--- config.mk ---
export PLATFORM = sky130hd
export DESIGN_NAME = cnt_seq_ctrl
export DESIGN_NICKNAME = d
export VERILOG_FILES = /design/src/rtl/cnt_seq_ctrl.sv
export SDC_FILE = /design/constraint.sdc
export NUM_CORES = 1
export LEC_CHECK = 0
export ABC_AREA = 0
export CAP_MARGIN = 5
export CORE_MARGIN = 1.5
export CORE_UTILIZATION = 44
export DETAILED_ROUTE_END_ITERATION = 6
export PLACE_DENSITY = 0.75
export SETUP_SLACK_MARGIN = 0.5
export SLEW_MARGIN = 20
export SYNTH_ARGS = -nofsm -noshare
export SYNTH_HDL_FRONTEND = slang
export SYNTH_SLANG_ARGS = --single-unit
--- constraint.sdc ---
create_clock -name Clk -period 1.7 [get_ports Clk]
set_input_delay 0.255 -clock Clk [delete_from_list [all_inputs] [get_ports Clk]]
set_output_delay 0.255 -clock Clk [all_outputs]
set_load 0.05 [all_outputs]
--- src/rtl/cnt_seq_ctrl.sv ---
// cnt_seq_ctrl: run/pause/clear sequencer for the two-nibble up-counter.
// It holds a programmable terminal value (TC). The counter wraps after TC,
// or stops at TC when oneshot is high. C is a carry that can drive a
// cascaded counter stage.
// Build option: define CNT_SEQ_CTRL_BCD_EN for a two-digit BCD count
// (modulus 1..100, reset TC 8'h99, non-BCD terminal values rejected).
// Without it the count is plain 8-bit binary and reset TC is TC_DEF.
module cnt_seq_ctrl #(
    parameter logic [7:0] TC_DEF = 8'd199
) (
    input  logic       Clk,
    input  logic       MR,
    input  logic       start,
    input  logic       stop,
    input  logic       clr,
    input  logic       oneshot,
    input  logic       tc_wr,
    input  logic [7:0] tc_in,
    output logic [3:0] QH,
    output logic [3:0] QL,
    output logic       C,
    output logic       busy,
    output logic       done,
    output logic       tc_err
);

    typedef enum logic [1:0] {IDLE, RUN, PAUSE, DONE} state_t;

    state_t     state, state_next;
    logic [7:0] count, count_next;
    logic [7:0] tc, tc_next;
    logic       tc_err_next;
    logic [7:0] count_inc;
    logic       tc_ok;
    logic       at_tc;

`ifdef CNT_SEQ_CTRL_BCD_EN
    localparam logic [7:0] TC_RESET = 8'h99;

    // BCD count and terminal-value legality: the units digit rolls 9 -> 0
    // into the tens digit; both digits of a new TC must be 0..9.
    always_comb begin
        if (count[3:0] == 4'd9)
            count_inc = {count[7:4] + 4'd1, 4'd0};
        else
            count_inc = {count[7:4], count[3:0] + 4'd1};
        tc_ok = (tc_in[7:4] <= 4'd9) && (tc_in[3:0] <= 4'd9);
    end
`else
    localparam logic [7:0] TC_RESET = TC_DEF;

    // Binary count: every terminal value is legal.
    always_comb begin
        count_inc = count + 8'd1;
        tc_ok     = 1'b1;
    end
`endif

    // Both encodings store the count in the same form as TC, so a plain
    // equality check is also a digit-wise check in the BCD build.
    assign at_tc = (count == tc);

    // State register.
    always_ff @(posedge Clk or negedge MR) begin
        if (!MR)
            state <= IDLE;
        else
            state <= state_next;
    end

    // Count, terminal value and registered write-error pulse.
    always_ff @(posedge Clk or negedge MR) begin
        if (!MR) begin
            count  <= 8'd0;
            tc     <= TC_RESET;
            tc_err <= 1'b0;
        end else begin
            count  <= count_next;
            tc     <= tc_next;
            tc_err <= tc_err_next;
        end
    end

    // Next-state and datapath decisions. Command priority is clr > stop > start.
    // TC may only change in IDLE, where the count is 0. This keeps the count
    // from ever passing TC.
    always_comb begin
        state_next  = state;
        count_next  = count;
        tc_next     = tc;
        tc_err_next = 1'b0;

        if (tc_wr) begin
            if (state == IDLE && tc_ok)
                tc_next = tc_in;
            else
                tc_err_next = 1'b1;
        end

        if (clr) begin
            state_next = IDLE;
            count_next = 8'd0;
        end else begin
            case (state)
                IDLE: begin
                    count_next = 8'd0;
                    if (!stop && start)
                        state_next = RUN;
                end
                RUN: begin
                    if (stop) begin
                        state_next = PAUSE;
                    end else if (at_tc) begin
                        if (oneshot)
                            state_next = DONE;
                        else
                            count_next = 8'd0;
                    end else begin
                        count_next = count_inc;
                    end
                end
                PAUSE: begin
                    if (!stop && start)
                        state_next = RUN;
                end
                DONE: begin
                    if (!stop && start) begin
                        state_next = RUN;
                        count_next = 8'd0;
                    end
                end
                default: begin
                    state_next = IDLE;
                    count_next = 8'd0;
                end
            endcase
        end
    end

    // Status outputs. C is high in the last cycle of each period, so a
    // cascaded stage can use it directly as its count enable.
    always_comb begin
        QH   = count[7:4];
        QL   = count[3:0];
        C    = (state == RUN) && at_tc && !stop && !clr;
        busy = (state == RUN) || (state == PAUSE);
        done = (state == DONE);
    end

endmodule

==> results.py <==
metrics = {
    "sta": {
        "max_freq_mhz": 471.0,
        "grt_setup_unrepaired": "yes",
        "relSlewSlack_pct": 70.18,
        "finalSetupTns_ns": -2.929,
        "setup_slack_ns": -0.4232,
        "worst_pin_slew_ns": 0.4435,
        "slew_viol_final": 0,
        "setup_viol": 11,
        "period_share_pct": 124.9,
        "fin_crit_ns": 2.123,
        "fin_skew_ns": 0.01163,
        "hold_violations": 0,
        "whs_ns": 0.2635,
    },
    "clock_network": {
        "htree_num_levels": 1,
        "cts_buffers": 3,
        "cts_tree": "done",
        "clk_latency_ns": 0.31,
        "clock_path_buffers": 2,
        "root_buffer": "clkbuf_4",
        "clock-sinks": 19,
        "path_clk_slew_ns": 0.13,
    },
    "finish": {
        "area_growth_pct": 82.00,
        "layout-drive-gt1-share_pct": 59.89,
        "fin_cells": 207,
        "post-route-util_pct": 84.75,
        "final_common_cell": "buf_4",
        "fin_area_um2": 2100,
        "final_cell_mix": "buf_4 (27), buf_6 (17), clkdlybuf4s50_1 (14)",
        "insertedDiodeCount": 0,
        "fillers": 130,
        "nets": 197,
    },
    "yosys": {
        "synth_top_cell_by_area": "dfrtp_1",
        "syn_nets": 127,
        "synth_fa_ha_area_share_pct": 4.338,
        "synth_area_um2": 1154,
        "synthDominantCellAreaShare_pct": 30.37,
        "synth_compound_area_share_pct": 20.07,
        "synth-simple-area-share_pct": 14.64,
        "synth_top_family_by_area": "compound AO/OA/AOI/OAI gates",
        "synthXorXnorAreaFrac_pct": 6.074,
        "synth_seq_cells": 19,
        "syn_inst": 108,
        "yosys_warnings": 0,
        "yosysSeqAreaShare_pct": 41.76,
        "synth.area.mux_share_pct": 9.111,
        "syn-mean-instance-area_um2": 10.68,
        "synthTopCellsByArea": "dfrtp_1 (30%), dfstp_2 (11%), mux2_2 (7.8%), xnor2_1 (6.1%), ha_1 (4.3%)",
        "synth_cell_types": 35,
    },
    "placement": {
        "dp.cells": 188,
        "globalplace.congestion": 0.8248,
        "place_area_um2": 1718,
        "port-buffer-count": 26,
        "dp_hpwl_um": 2303,
        "place_ws_ns": -0.2853,
    },
    "detailed_routing": {
        "vias_per_cell": 6.019,
        "drtPass1Iterations": 4,
        "drt_wl_total_um": 4187,
        "wire_per_inst_um": 20.23,
        "drc": 0,
        "ant_nets": 0,
        "vias": 1246,
        "drt-initial-drc-count": 60,
    },
    "floorplanning": {
        "num_rows": 18,
        "fp.dieW_um": 54.21,
        "initial_core_util_pct": 46.57,
        "dieArea_um2": 2938,
        "die_y_um": 54.21,
        "top_level_ports": 27,
        "core_um2": 2477,
    },
    "power_and_ir_drop": {
        "p_leak_nw": 0.9000,
        "power_mw": 1.683,
        "p_clk_share_pct": 14.4,
        "switching_share_pct": 36.10,
        "pwr-share-seq_pct": 36.5,
        "powerDensity_nw_per_um2": 801.6,
        "p_comb_share_pct": 49.1,
        "power.internal_mw": 1.075,
        "ir_drop_uv": 845.8,
        "power.switching_uw": 607.6,
    },
    "worst_setup_path": {
        "cp.arrival_ns": 1.87,
        "start_kind": "flip-flop",
        "cp_data_required_time_ns": 1.44,
        "worstSetupEndpointType": "primary output",
        "criticalPathCategory": "flip-flop to primary output",
        "ff2ff_path_depth": 6,
        "slowest_stage": "dfstp_2",
        "cpPeakStageDelay_ns": 0.58,
        "cp_max_fo": 2,
        "path_cells": "xnor2_2, nand4_1, or2_4, nor3_4, buf_12",
    },
    "job": {
        "maxCapViolCount": 0,
    },
    "outcome": {
        "status": "complete, but fails checks",
        "failed_checks": "negative setup slack",
    },
    "global_route": {
        "grt_max_degree": 20,
        "antenna_found_initial": 0,
        "grt_pass1_wl_um": 5478,
        "globalRouteOverflowTotal": 0,
        "grt_use_total_pct": 26.26,
        "grt_pass1_vias": 1159,
    },
    "hold_path": {
        "hold_path_class": "input pin to async pin",
    },
}
==> synth_stat cells, drive strengths merged <==
master / count
a31oi: 2
nor4: 1
buf: 3
xnor2: 8
clkbuf: 1
a221oi: 1
nor3: 7
ha: 4
dfstp: 5
and3: 4
nand2: 5
nand3: 3
mux2: 9
inv: 4
or2b: 1
o31ai: 2
o21bai: 3
nand4: 2
a22oi: 1
nor2b: 3
o21ai: 3
a32o: 4
nor2: 5
o21ba: 1
dfrtp: 14
a31o: 3
a311oi: 1
a32oi: 2
a21oi: 4
a221o: 1
or2: 1
==> routing by layer <==
layer | up-vias | global-route usage, % | routed length, µm
met5 | - | 0 | 0
met4 | 0 | 5.000 | 216
met3 | 22 | 3.889 | 233
met2 | 75 | 46.99 | 2097
met1 | 600 | 33.39 | 1638
li1 | 549 | - | -
==> power by group through the flow <==
stage          sequential (mW)  combinational, mW  clock (mW)
2_1_floorplan            0.650              0.333           0
3_3_place_gp             0.597              0.589           0
3_5_place_dp             0.603              0.607           0
4_1_cts                  0.603              0.714       0.240
5_1_grt                  0.621              0.868       0.263
6_report                 0.614              0.826       0.243
==> final cells by class <==
| class | count | area, µm² | area share [%] |
|---|---|---|---|
| clock buffer | 3 | 22.52 | 1.073 |
| clock inverter | 1 | 5.005 | 0.2384 |
| inverter | 4 | 20.02 | 0.9535 |
| multi-input combinational | 81 | 802.0 | 38.20 |
| sequential | 19 | 493.0 | 23.48 |
| tap | 30 | 37.54 | 1.788 |
| timing repair buffer | 69 | 719.4 | 34.27 |
==> critical path: cells and delay by family (launching register included) <==
kind	cells	cell delay, ns
flip-flops	1	0.58
XOR/XNOR	1	0.12
AND/OR/NAND/NOR	3	0.70
buffers and inverters	1	0.16
==> logic make-up after synthesis <==
group / after synthesis
AND/OR/NAND/NOR: 32
XOR/XNOR: 8
multiplexers: 9
adder cells (fa/ha/maj): 4
buffers and inverters: 8
AO/OA/AOI/OAI: 28
flip-flops: 19
==> state kept, by name, summed over array words and instances (netlist names) <==
name,count
count,8
state,2
tc,8
tc_err,1
==> worst paths after layout <==
check | slack (ns) | endpoint | start
worst max-delay path | -0.42 | C | tc[6]
worst min-delay path | 0.26 | count[6] | MR
worst max register to register | -0.35 | count[2] | state[0]
worst min register to register | 0.56 | tc[3] | tc[3]
max in group asynchronous | 1.15 | tc[0] | MR
min in group Clk | 0.55 | tc[6] | tc_in[6]
==> repair_timing <==
action,CTS,global route
resized for setup,40,17
setup buffers,9,6
endpoints found under the setup margin,29,30
hold buffers,0,0
pin swaps,12,6
(Power assumes the default switching activity.)
